`config.mk`:
```
export PLATFORM = sky130hd
export DESIGN_NAME = ysyx_040750_icache_refill
export DESIGN_NICKNAME = d
export VERILOG_FILES = /design/src/rtl/ysyx_040750_axi_pkg.sv /design/src/rtl/ysyx_040750_line_buf.sv /design/src/rtl/ysyx_040750_icache_refill.sv
export SDC_FILE = /design/constraint.sdc
export NUM_CORES = 1
export LEC_CHECK = 0
export ABC_CLOCK_PERIOD_IN_PS = 4500
export CELL_PAD_IN_SITES_DETAIL_PLACEMENT = 0
export CELL_PAD_IN_SITES_GLOBAL_PLACEMENT = 1
export CORE_MARGIN = 4
export CORE_UTILIZATION = 36
export CTS_CLUSTER_DIAMETER = 100
export DETAILED_ROUTE_END_ITERATION = 12
export PLACE_DENSITY = 0.94
export SYNTH_ARGS = -nofsm -noshare
export SYNTH_HDL_FRONTEND = slang
export SYNTH_SLANG_ARGS = --single-unit
```
`constraint.sdc`:
```
create_clock -name I_clk -period 4.5 [get_ports I_clk]
set_input_delay 0.45 -clock I_clk [delete_from_list [all_inputs] [get_ports I_clk]]
set_output_delay 0.45 -clock I_clk [all_outputs]
set_load 0.02 [all_outputs]
```
`src/rtl/ysyx_040750_axi_pkg.sv`:
```
// AXI constants and refill FSM encodings shared by the crossbar and its read masters.
package ysyx_040750_axi_pkg;

  localparam logic [2:0] AXI_SIZE_8B    = 3'b011;
  localparam logic [1:0] AXI_BURST_INCR = 2'b01;

  typedef enum logic [3:0] {
    IDLE = 4'b0001,
    AR   = 4'b0010,
    RD   = 4'b0100,
    DONE = 4'b1000
  } refill_state_t;

endpackage

```
`src/rtl/ysyx_040750_line_buf.sv`:
```
// Cache-line assembly buffer: one 64-bit slot per beat, indexed write, flat read.
module ysyx_040750_line_buf #(
  parameter int LINE_BEATS = 4,
  parameter int IDX_W      = 2
) (
  input  logic                       clk,
  input  logic                       clr,
  input  logic                       wr_en,
  input  logic [IDX_W-1:0]           wr_idx,
  input  logic [63:0]                wr_data,
  output logic [64*LINE_BEATS-1:0]   rd_data
);

  logic [LINE_BEATS-1:0][63:0] mem;

  always_ff @(posedge clk) begin
    if (clr) begin
      mem <= '0;
    end else if (wr_en) begin
      mem[wr_idx] <= wr_data;
    end
  end

  assign rd_data = mem;

endmodule

```
`src/rtl/ysyx_040750_icache_refill.sv`:
```
// I-cache line refill: one INCR read burst per miss, beats assembled into a line buffer.
// Fill handed back as a one-cycle pulse; fill_err flags a burst whose length was not LINE_BEATS.
module ysyx_040750_icache_refill
  import ysyx_040750_axi_pkg::*;
#(
  parameter int LINE_BEATS = 4,
  parameter int OFS_W      = 5
) (
  input  logic                      I_clk,
  input  logic                      I_rst,
  input  logic                      I_req_valid,
  input  logic [31:0]               I_req_addr,
  output logic                      O_req_ready,
  output logic                      O_fill_valid,
  output logic [31:0]               O_fill_addr,
  output logic [64*LINE_BEATS-1:0]  O_fill_data,
  output logic                      O_fill_err,
  output logic [31:0]               O_araddr,
  output logic                      O_arvalid,
  input  logic                      I_arready,
  output logic [7:0]                O_arlen,
  output logic [2:0]                O_arsize,
  output logic [1:0]                O_arburst,
  input  logic [63:0]               I_rdata,
  input  logic                      I_rvalid,
  input  logic                      I_rlast,
  output logic                      O_rready
);

  localparam int IDX_W = $clog2(LINE_BEATS);
  localparam int CNT_W = IDX_W + 1;
  localparam logic [CNT_W-1:0] CNT_FULL  = CNT_W'(LINE_BEATS);
  localparam logic [CNT_W-1:0] CNT_LAST  = CNT_W'(LINE_BEATS - 1);
  localparam logic [31:0]      LINE_MASK = ~((32'd1 << OFS_W) - 32'd1);

  refill_state_t    state_q, state_d;
  logic [31:0]      addr_q;
  logic [CNT_W-1:0] cnt_q;
  logic             err_q;
  logic             beat;
  logic             buf_we;

  always_ff @(posedge I_clk) begin
    if (I_rst) state_q <= IDLE;
    else       state_q <= state_d;
  end

  // Outputs decode from state only, so arvalid never follows arready combinationally.
  always_comb begin
    state_d      = state_q;
    O_req_ready  = 1'b0;
    O_arvalid    = 1'b0;
    O_araddr     = '0;
    O_rready     = 1'b0;
    O_fill_valid = 1'b0;
    O_fill_err   = 1'b0;
    case (state_q)
      IDLE: begin
        O_req_ready = 1'b1;
        if (I_req_valid) state_d = AR;
      end
      AR: begin
        O_arvalid = 1'b1;
        O_araddr  = addr_q;
        if (I_arready) state_d = RD;
      end
      RD: begin
        O_rready = 1'b1;
        if (I_rvalid && I_rlast) state_d = DONE;
      end
      DONE: begin
        O_fill_valid = 1'b1;
        O_fill_err   = err_q;
        state_d      = IDLE;
      end
      default: state_d = IDLE;
    endcase
  end

  assign beat   = O_rready && I_rvalid;
  assign buf_we = beat && (cnt_q != CNT_FULL);

  always_ff @(posedge I_clk) begin
    if (I_rst) begin
      addr_q <= '0;
      cnt_q  <= '0;
      err_q  <= 1'b0;
    end else begin
      if (O_req_ready && I_req_valid) begin
        addr_q <= I_req_addr & LINE_MASK;
        cnt_q  <= '0;
        err_q  <= 1'b0;
      end
      if (beat) begin
        if (cnt_q != CNT_FULL) cnt_q <= cnt_q + 1'b1;
        // Overlong bursts are flagged on the first extra beat; short ones on rlast.
        if ((cnt_q == CNT_FULL) || (I_rlast && (cnt_q != CNT_LAST))) err_q <= 1'b1;
      end
    end
  end

  ysyx_040750_line_buf #(
    .LINE_BEATS (LINE_BEATS),
    .IDX_W      (IDX_W)
  ) u_line_buf (
    .clk     (I_clk),
    .clr     (I_rst),
    .wr_en   (buf_we),
    .wr_idx  (cnt_q[IDX_W-1:0]),
    .wr_data (I_rdata),
    .rd_data (O_fill_data)
  );

  assign O_fill_addr = addr_q;
  assign O_arlen     = 8'(LINE_BEATS - 1);
  assign O_arsize    = AXI_SIZE_8B;
  assign O_arburst   = AXI_BURST_INCR;

endmodule
```
# --- Yosys cells after proc, flatten, opt, wreduce, memory -nomap -nowiden ---
# Index checks and enable logic that the tools add are counted.
totals:
  memories: 0
  elab_cells: 48
  latchBits: 0
  ramBits: 0
  register_bits: 291
  mem_bits_ro: 0
op_classes:
  eq_ne: 10
  shifts: 0
  n_addsub: 1
  multipliers: 0
  n_bitwise: 0
  n_reduce_logical: 8
  n_lt_le_gt_ge: 2
  div: 0
  mux: 19
ops:
  columns: ["op", "n"]
  rows:
  - ["bitwise mux 256 bit", 1]
  - ["demux 64 bit (select 2 bit)", 1]
  - ["two-way mux 64 bit", 1]
  - ["two-way mux 32 bit", 1]
  - ["two-way mux 4 bit", 3]
  - ["one-hot mux 4 bit (3 select lines)", 1]
  - ["two-way mux 3 bit", 3]
  - ["two-way mux 1 bit", 8]
  - ["logical AND 1 bit", 6]
  - ["!= test 2 bit, second input constant", 3]
  - ["equality test 4 x 1 -> 1 bit, second input constant", 1]
  - ["equality test 4 x 2 -> 1 bit, second input constant", 1]
  - ["equality test 4 x 3 -> 1 bit, second input constant", 1]
  - ["equality test 4 bit, second input constant", 1]
  - ["adder 3 x 1 -> 3 bit, second input constant", 1]
  - ["equality test 3 bit, second input constant", 1]
  - ["less-than comparator 2 x 3 -> 1 bit, second input constant", 1]
  - ["!= test 3 x 2 -> 1 bit, second input constant", 1]
  - ["!= test 3 bit, second input constant", 1]
  - ["AND reduction 3 bit", 1]
  - ["greater-or-equal comparator 2 x 1 -> 1 bit, second input constant", 1]
  - ["logical OR 1 bit", 1]

# --- Logic depth before layout (Yosys ltp) ---
# Gate-level depths: netlist of the first run.
depth:
  ltp_word: 6
  depth_mapped: 7
  mapped_depth_nobuf: 5

# --- Cells and area by module ---
# A second synthesis of the first run with hierarchy kept.
hier_totals:
  cells_unflattened: 1130
  hier_area_um2: 11995.3
by_module_without_submodules:
  columns: ["mod", "cells_each", "n_inst", "area_per_inst_um2"]
  rows:
  - ["ysyx_040750_line_buf", 901, 1, 10137.2]
  - ["ysyx_040750_icache_refill", 229, 1, 1858.0]

# --- Worst setup path after synthesis of the first run ---
# No wires, ideal clock.
synth_timing:
  path_kind: "flip-flop to output port"
  start: "register state_q[3]"
  end: "output O_fill_err"
  t_required_ns: 4.050
  slack_ns: 2.537
  n_path_buf: 0
  path_stages_with_launch: 3
  arrival_ns: 1.513
  path_cell_list: "dfxtp_1 > nor4b_1 > and2_1"
synth_via:
  elab_chain_cells: 2
synth_rtl:
  columns: ["element", "line_no", "source"]
  rows:
  - ["start, declared", "ysyx_040750_icache_refill.sv:36", "refill_state_t state_q, state_d;"]
  - ["start signal, assigned", "ysyx_040750_icache_refill.sv:45", "else state_q <= state_d;"]
  - ["equality test 4 bit", "ysyx_040750_icache_refill.sv:57", "case (state_q)"]
  - ["two-way mux 1 bit", "ysyx_040750_icache_refill.sv:57", null]
  - ["end, declared", "ysyx_040750_icache_refill.sv:17", "output logic O_fill_err,"]
# Every way passes these cells.

# --- Final worst setup path of the first run ---
layout_timing:
  start: "register state_q[3]"
  end: "output O_req_ready"
layout_via:
  elab_chain_cells: 2
layout_rtl:
  columns: ["element", "line_no", "source"]
  rows:
  - ["equality test 4 x 1 -> 1 bit", "ysyx_040750_icache_refill.sv:57", null]
  - ["two-way mux 1 bit", "ysyx_040750_icache_refill.sv:57", null]
  - ["end, declared", "ysyx_040750_icache_refill.sv:13", "output logic O_req_ready,"]
# Every way passes these cells.

==> flow_summary.json, run 1 <==
{
  "grt_pass1_vias": 9476,
  "ys_seq_area_frac": 0.490,
  "synth_area_mm2": 0.0119,
  "crit_required_ps": 4050,
  "cts_tree": "yes",
  "synthMostInstantiatedCell": "nand2b_1",
  "ys_types": 33,
  "die_w_um": 190,
  "synth_edf_count": 0,
  "synthFlopType": "dfxtp_1",
  "ff2ff_setup_slack_ps": 1660,
  "ctsResizeCount": 0,
  "tightest_slew_ps": 886,
  "vias": 9136,
  "max_freq_mhz": 330,
  "period_share": 0.673,
  "gp_congestion": 0.772,
  "rows": 66,
  "reg2reg_depth": 6,
  "die_y_um": 190,
  "setup_tns_ps": 0,
  "ys_warn_count": 0,
  "hold_start": "I_rst",
  "io-pin-count": 440,
  "synthTopCellsByArea": "dfxtp_1, mux2i_1, nand2b_1, buf_4, clkbuf_1",
  "totalPowerFinal_w": 0.00557,
  "start_util": 0.365,
  "critPathArrivalTime_ps": 2580,
  "synth_area_leader_cell": "dfxtp_1",
  "crit_path_start_kind": "register",
  "drcViolationCount": 0,
  "grt_pass1_wl_mm": 53.1,
  "numCtsBuffers": 34,
  "yosysTopAreaCellShare": 0.490,
  "setup_viol": 0,
  "crit_type": "register to primary output",
  "cts_buffer_depth": 3,
  "drt_iter0_drc": 319,
  "hold_buffers": 0,
  "skew_ps": 24.6,
  "antenna_left": 0,
  "wl_per_cell_um": 17.4,
  "status": "complete, no violations",
  "vdd_drop_max_uv": 239,
  "syn-instance-count": 1131,
  "dr.pass1.iters": 4,
  "dieArea_mm2": 0.0360,
  "reg2reg_to": "u_line_buf.rd_data[237]",
  "clk_pin_slew_ps": 50,
  "endpoint_kind": "primary output",
  "reg2reg_from": "cnt_q[0]",
  "hp-class": "input pin to register",
  "synth_seq_cells": 291,
  "synth_common_cells": "nand2b_1, dfxtp_1, mux2i_1",
  "syn_to_final_growth_pct": 45.2,
  "leakage_nw": 7.25,
  "cap_violations": 0,
  "wl_mm": 34.2,
  "synthArstFlopShare": 0,
  "vias_per_cell": 4.64,
  "hold-path-endpoint": "O_fill_addr[30]",
  "dpl.hpwl_mm": 23.3,
  "slew_headroom": 0.410,
  "antenna_found_initial": 0,
  "port_buffers": 411,
  "core_area_mm2": 0.0325,
  "num_antenna_cells": 0,
  "grt_max_degree": 137,
  "hold_path_depth": 2,
  "rsz0062_at_grt": "false",
  "insertion_delay_ps": 500,
  "timing.final.max_slew_violations": 0,
  "track_usage": 0.182,
  "synth_area_per_cell_um2": 10.5,
  "post_cts_buffers": 0,
  "root_buffer": "clkbuf_16",
  "hold_viol": 0,
  "powerDensity_mw_per_mm2": 323,
  "cts_max_level": 2,
  "nets": 1611,
  "cts_sinks": 291,
  "drive_gt1_frac": 0.0458,
  "fillers": 2939,
  "critPathMaxFanout": 29,
  "grt_overflow_total": 0,
  "period_needed_ps": 3030
}
==> per-layer routing <==
layer / wire [um] / GRT usage
met2: 16500 / 0.313
met4: 1150 / 0.0620
met1: 14000 / 0.219
met5: 0 / 0
met3: 2510 / 0.0505
==> layout by cell type, fill, tap and decap left out, types with 2 or more instances in the layout <==
cell,Yosys,final
nand3_4,0,2
clkbuf_16,0,35
clkinv_2,0,5
buf_4,42,9
nor2b_1,2,2
clkbuf_1,52,10
inv_1,5,5
o21ai_1,3,3
clkbuf_8,0,5
clkdlybuf4s50_1,0,410
o21ai_0,25,25
mux2i_1,256,256
clkinvlp_4,0,2
buf_12,0,3
conb_1,2,23
dfxtp_1,291,291
nand3_1,32,29
a21oi_1,33,33
nand2b_1,320,320
ha_1,5,5
a221o_1,3,3
and2_1,29,29
==> critical path, cell delays in order (launching register included) <==
cell	delay, ps
dfxtp_1	360
or4b_1	950
clkinv_1	150
clkdlybuf4s50_1	630
==> through the flow <==
step	utilization	instance area [um2]	hold slack, ps	setup slack [ps]	instances
2_1_floorplan	-	12000	446	2540	1152
4_1_cts	0.531	17300	341	1450	1969
5_1_grt	0.531	17300	364	1350	1969
6_report	0.531	17300	371	1470	1969
3_3_place_gp	0.499	16200	458	1270	1910
3_5_place_dp	0.499	16200	461	1180	1910
==> layout make-up <==
type	instances	area, um2	share of cell area
multi-input cells	748	5590	0.323
flip-flops and latches	291	5830	0.337
clock inverters	9	57.6	0.00333
repair buffers	423	4240	0.246
well taps	442	553	0.0320
clock buffers	50	982	0.0569
inverters	6	22.5	0.00130
==> where the power goes <==
group	internal, W	switching, W
Combinational	0.000187	0.000197
Clock	0.00151	0.00106
Sequential	0.00260	0.0000172
Total	0.00430	0.00128
==> worst max-delay path by stage <==
stage	start	to	slack [ps]
floorplan	state_q[3]	O_fill_err	2540
global placement	I_rvalid	u_line_buf.rd_data[226]	1270
detailed placement	I_rvalid	u_line_buf.rd_data[237]	1180
CTS	state_q[3]	O_req_ready	1450
global route	state_q[0]	O_req_ready	1350
finish	state_q[3]	O_req_ready	1470
==> registers in the layout (all words and copies together), names as in the netlist <==
name and count:
err_q 1, state_q 4, cnt_q 3, O_fill_addr 27, u_line_buf.rd_data 256
==> kinds of logic after synthesis <==
kind of cell,Yosys count,synth area share
simple gates,395,0.207
flops,291,0.490
mux,256,0.215
buf+inv,113,0.0503
compound gates,69,0.0314
fa+ha+maj,5,0.00526
other cells,2,0.000632
Power figures use the tool's default switching activity.
==> run 2, diff against run 1 <==
--- a/config.mk
+++ b/config.mk
@@ -5,14 +5,14 @@
 export SDC_FILE = /design/constraint.sdc
 export NUM_CORES = 1
 export LEC_CHECK = 0
-export ABC_CLOCK_PERIOD_IN_PS = 4500
+export ABC_CLOCK_PERIOD_IN_PS = 3150
 export CELL_PAD_IN_SITES_DETAIL_PLACEMENT = 0
 export CELL_PAD_IN_SITES_GLOBAL_PLACEMENT = 1
 export CORE_MARGIN = 4
-export CORE_UTILIZATION = 36
+export CORE_UTILIZATION = 33
 export CTS_CLUSTER_DIAMETER = 100
 export DETAILED_ROUTE_END_ITERATION = 12
-export PLACE_DENSITY = 0.94
+export PLACE_DENSITY = 0.88
 export SYNTH_ARGS = -nofsm -noshare
 export SYNTH_HDL_FRONTEND = slang
 export SYNTH_SLANG_ARGS = --single-unit
==> constraint.sdc (replaced) <==
create_clock -name I_clk -period 3.15 [get_ports I_clk]
set_input_delay 0.315 -clock I_clk [delete_from_list [all_inputs] [get_ports I_clk]]
set_output_delay 0.315 -clock I_clk [all_outputs]
set_load 0.02 [all_outputs]
==> run 2 against run 1 <==
Net effect:
- cell count rose by 1.3%
- first-iteration DRC count down 7.5%
- clock skew fell by 18 ps
- register-to-register slack lost 770 ps
- worst setup slack worse by 1100 ps
- critical path depth rose by 1
- highest routed layer unchanged
==> flow_summary.json, run 2 (synthesized netlist as in run 1, its figures left out) <==
{
  "timing.final.max_slew_violations": 0,
  "antenna_found_initial": 0,
  "vdd_drop_max_uv": 392,
  "track_usage": 0.166,
  "cap_violations": 0,
  "skew_ps": 6.81,
  "path_buf_inv": 2,
  "critPathMaxFanout": 28,
  "nets": 1616,
  "period_share": 0.890,
  "cp_cell_sequence": "nor4b_2 -> buf_4 -> and2_1 -> clkdlybuf4s50_1",
  "cts_buffer_depth": 3,
  "totalPowerFinal_w": 0.00809,
  "wl_mm": 34.4,
  "setup_viol": 0,
  "io-pin-count": 440,
  "insertion_delay_ps": 550,
  "vias_per_cell": 4.53,
  "die_y_um": 198,
  "layout_commonest_cell": "clkdlybuf4s50_1",
  "port_buffers": 411,
  "numCtsBuffers": 30,
  "hold_buffers": 0,
  "rows": 69,
  "register_area_mm2": 0.00583,
  "setup_tns_ps": 0,
  "period_needed_ps": 2800,
  "slew_headroom": 0.464,
  "grt_overflow_total": 0,
  "wl_per_cell_um": 17.2,
  "grt_pass1_vias": 9397,
  "place_area_mm2": 0.0164,
  "status": "complete, no violations",
  "final_cell_mix": "clkdlybuf4s50_1, nand2b_1, dfxtp_1, mux2i_1, a21oi_1",
  "grt_pass1_wl_mm": 53.2,
  "tightest_slew_ps": 803,
  "cp_top_family": "buffers and inverters",
  "vias": 9037,
  "crit_required_ps": 2830,
  "cts_tree": "yes",
  "drive_gt1_frac": 0.0535,
  "grt_max_degree": 119,
  "largest_reg_flops": 256,
  "hp-class": "input pin to register",
  "multiInputGateArea_mm2": 0.00559,
  "antenna_left": 0,
  "fillers": 3242,
  "drt_iter0_drc": 295,
  "crit_type": "register to primary output",
  "critPathArrivalTime_ps": 2490,
  "dr.pass1.iters": 4,
  "root_buffer": "clkbuf_16",
  "leakage_nw": 7.33,
  "max_freq_mhz": 357,
  "stdcell_area_mm2": 0.0174,
  "crit_path_start_kind": "register",
  "slowest_delay_ps": 620,
  "hold_viol": 0,
  "syn_to_final_growth_pct": 46.7,
  "post_cts_buffers": 0,
  "endpoint_kind": "primary output",
  "die_w_um": 198,
  "dpl.hpwl_mm": 23.8,
  "cts_max_level": 1,
  "crit_slowest_cell": "clkdlybuf4s50_1",
  "num_antenna_cells": 0,
  "start_util": 0.334,
  "rsz0062_at_grt": "false",
  "powerDensity_mw_per_mm2": 464,
  "clk_pin_slew_ps": 60,
  "drcViolationCount": 0,
  "gp_congestion": 0.772,
  "core_area_mm2": 0.0356,
  "cts_sinks": 291,
  "ctsResizeCount": 0,
  "dieArea_mm2": 0.0391
}
run 2: layout make-up:
class                   instances  area share
clock inverters                14      0.0103
inverters                       6     0.00129
clock buffers                  42      0.0514
multi-input cells             748       0.321
repair buffers                432       0.249
flip-flops and latches        291       0.334
well taps                     461      0.0331
run 2: worst paths after layout:
kind | start | end | slack (ps) | cells past startpoint
setup / recovery | state_q[1] | O_araddr[14] | 350 | 4
hold / removal | I_req_addr[11] | O_fill_addr[11] | 320 | 3
setup reg to reg | state_q[2] | u_line_buf.rd_data[24] | 890 | 5
hold reg to reg | err_q | err_q | 470 | 2
run 2: layer usage:
layer	up-vias	global-route usage	share of wire
li1	4476	-	-
met1	4245	0.202	0.42
met2	255	0.290	0.48
met3	61	0.0396	0.063
met4	0	0.0548	0.037
met5	-	0	0
run 2: metrics by stage:
step                      hold slack [ps]  instances  utilization  setup slack [ps]
after floorplan                       446       1152            -              1320
after global placement                457       1938        0.460               664
after detailed placement              460       1938        0.460               638
after CTS                             282       1994        0.490               269
after global routing                  302       1994        0.490               119
final                                 324       1994        0.490               345
run 2: worst register-to-register path: cells and delay by family (launching register included):
kind,cells,cell delay [ps]
buffers and inverters,2,570
and+or+nand+nor,2,840
DFF,1,420
muxes,1,350
run 2: power by group:
part           total, W  switching, W  internal (W)
registers       0.00373     0.0000243       0.00371
logic          0.000557      0.000284      0.000273
clock network   0.00380       0.00149       0.00231
total           0.00809       0.00180       0.00629
==> run 3, diff against run 2 <==
--- a/config.mk
+++ b/config.mk
@@ -5,7 +5,7 @@
 export SDC_FILE = /design/constraint.sdc
 export NUM_CORES = 1
 export LEC_CHECK = 0
-export ABC_CLOCK_PERIOD_IN_PS = 3150
+export ABC_CLOCK_PERIOD_IN_PS = 2800
 export CELL_PAD_IN_SITES_DETAIL_PLACEMENT = 0
 export CELL_PAD_IN_SITES_GLOBAL_PLACEMENT = 1
 export CORE_MARGIN = 4
@@ -13,6 +13,7 @@
 export CTS_CLUSTER_DIAMETER = 100
 export DETAILED_ROUTE_END_ITERATION = 12
 export PLACE_DENSITY = 0.88
+export SLEW_MARGIN = 20
 export SYNTH_ARGS = -nofsm -noshare
 export SYNTH_HDL_FRONTEND = slang
 export SYNTH_SLANG_ARGS = --single-unit
==> constraint.sdc (replaced) <==
create_clock -name I_clk -period 2.8 [get_ports I_clk]
set_input_delay 0.28 -clock I_clk [delete_from_list [all_inputs] [get_ports I_clk]]
set_output_delay 0.28 -clock I_clk [all_outputs]
set_load 0.02 [all_outputs]
==> run 3 against run 2 <==
Net effect:
- count of clock-buffer cells in the layout is 6 higher
- wire length is 0.32% higher
- utilization is 0.26 points higher
- sequential share of layout area is 0.18 points lower
- cell area is 0.54% higher
- cell count is 0.20% higher
- global-route usage is 0.23 points higher
- clock power is 21% higher
- critical path depth stayed put
- worst hold slack better by 11 ps
- die area stayed put
- worst setup slack worse by 160 ps
- critical endpoint unchanged
- largest power group unchanged
- highest routed layer unchanged
==> flow_summary.json, run 3 (synthesized netlist as in run 1, its figures left out) <==
{
  "status": "complete, no violations",
  "leakage_nw": 7.37,
  "tightest_slew_ps": 864,
  "skew_ps": 15.6,
  "track_usage": 0.168,
  "rsz0062_at_grt": "false",
  "gp_congestion": 0.777,
  "critPathMaxFanout": 29,
  "insertion_delay_ps": 510,
  "wl_mm": 34.5,
  "stdcell_area_mm2": 0.0175,
  "die_y_um": 198,
  "slowest_delay_ps": 610,
  "rows": 69,
  "cts_buffer_depth": 3,
  "dr.pass1.iters": 4,
  "vdd_drop_max_uv": 359,
  "clk_pin_slew_ps": 60,
  "syn_to_final_growth_pct": 47.5,
  "numCtsBuffers": 35,
  "hold_viol": 0,
  "vias_per_cell": 4.55,
  "cts_tree": "yes",
  "drive_gt1_frac": 0.0547,
  "place_area_mm2": 0.0163,
  "slew_headroom": 0.424,
  "setup_tns_ps": 0,
  "cp_top_family": "buffers and inverters",
  "antenna_found_initial": 0,
  "wl_met1_mm": 14.3,
  "powerDensity_mw_per_mm2": 538,
  "grt_max_degree": 117,
  "nets": 1619,
  "place_inst": 1936,
  "setup_viol": 0,
  "io-pin-count": 440,
  "start_util": 0.334,
  "crit_type": "register to primary output",
  "cts_sinks": 291,
  "path_buf_inv": 2,
  "hp-class": "input pin to register",
  "num_antenna_cells": 0,
  "wl_met2_mm": 17.0,
  "routed.top_layer": "met4",
  "final_cell_mix": "clkdlybuf4s50_1, nand2b_1, dfxtp_1, mux2i_1, clkbuf_16",
  "grt_pass1_wl_mm": 53.3,
  "vias": 9086,
  "setup_slack_ps": 187,
  "crit_path_start_kind": "register",
  "timing.final.max_slew_violations": 0,
  "max_freq_mhz": 383,
  "layout_commonest_cell": "clkdlybuf4s50_1",
  "fillers": 3282,
  "cts_max_level": 2,
  "grt_pass1_vias": 9471,
  "grt_overflow_total": 0,
  "route.met3.wl_mm": 2.15,
  "dieArea_mm2": 0.0391,
  "endpoint_kind": "primary output",
  "die_w_um": 198,
  "stdcell_count": 1998,
  "cap_violations": 0,
  "period_share": 0.933,
  "critPathArrivalTime_ps": 2330,
  "largest_reg_flops": 256,
  "crit_required_ps": 2520,
  "antenna_left": 0,
  "drcViolationCount": 0,
  "final_util": 0.493,
  "wl_per_cell_um": 17.3,
  "dpl.hpwl_mm": 23.3,
  "crit_slowest_cell": "clkdlybuf4s50_1",
  "root_buffer": "clkbuf_16",
  "pre_cts_ws_ps": 410,
  "drt_iter0_drc": 316,
  "period_needed_ps": 2610,
  "port_buffers": 411,
  "cp_cell_sequence": "nor4b_2 -> buf_6 -> and2_1 -> clkdlybuf4s50_1",
  "core_area_mm2": 0.0356
}
[run 3: cell types whose count changed in the layout (fill, tap and decap cells not counted)]
cell / change
clkbuf_16: +6
buf_4: -3
clkbuf_1: +2
clkbuf_8: -2
buf_6: +1
bufinv_16: -1
clkinv_2: +1
clkinv_4: +1
inv_6: -1
[run 3: final timing paths]
| kind | start | end | slack (ps) | depth (start not counted) |
|---|---|---|---|---|
| setup / recovery | state_q[1] | O_araddr[14] | 190 | 4 |
| setup reg to reg | cnt_q[0] | u_line_buf.rd_data[165] | 630 | 7 |
| hold / removal | I_req_addr[21] | O_fill_addr[21] | 340 | 3 |
| hold reg to reg | u_line_buf.rd_data[64] | u_line_buf.rd_data[64] | 470 | 2 |
[run 3: worst reg2reg max path, cell delays in order (launching register included)]
cell,delay [ps]
dfxtp_1,350
inv_1,100
ha_1,270
a21boi_1,470
buf_4,250
nand3_4,80
buf_12,270
mux2i_1,230
[run 3: stage by stage]
step	total power, W	hold WS (ps)
after global placement	0.00492	458
after floorplan	0.00465	428
after detailed placement	0.00492	460
after global routing	0.00981	312
final	0.00944	335
after CTS	0.00958	303
[run 3: area by class of cell]
type,count,area [um2],share of cell area
repair buffers,430,4340,0.247
multi-input cells,748,5590,0.319
clock buffers,48,1030,0.0586
inverters,6,22.5,0.00128
well taps,461,577,0.0329
clock inverters,14,154,0.00878
flip-flops and latches,291,5830,0.332
[run 3: what timing repair did]
| action | 4_1_cts | 5_1_grt |
|---|---|---|
| buffers inserted | 0 | 0 |
| hold buffers | 0 | 0 |
| endpoints found under the setup margin | 0 | 26 |
| gates resized for setup | 0 | 1 |
| hold endpoints to repair | 0 | 0 |
[run 3: power breakdown]
group          total (W)  switching, W  internal (W)
registers        0.00420     0.0000267       0.00417
logic           0.000626      0.000317      0.000309
clock network    0.00461       0.00176       0.00284
total            0.00944       0.00211       0.00733
[run 3: per-layer routing]
metal,up-vias,global-route usage
met1,4315,0.205
met5,-,0
met2,256,0.290
met3,51,0.0444
met4,0,0.0553
li1,4464,-
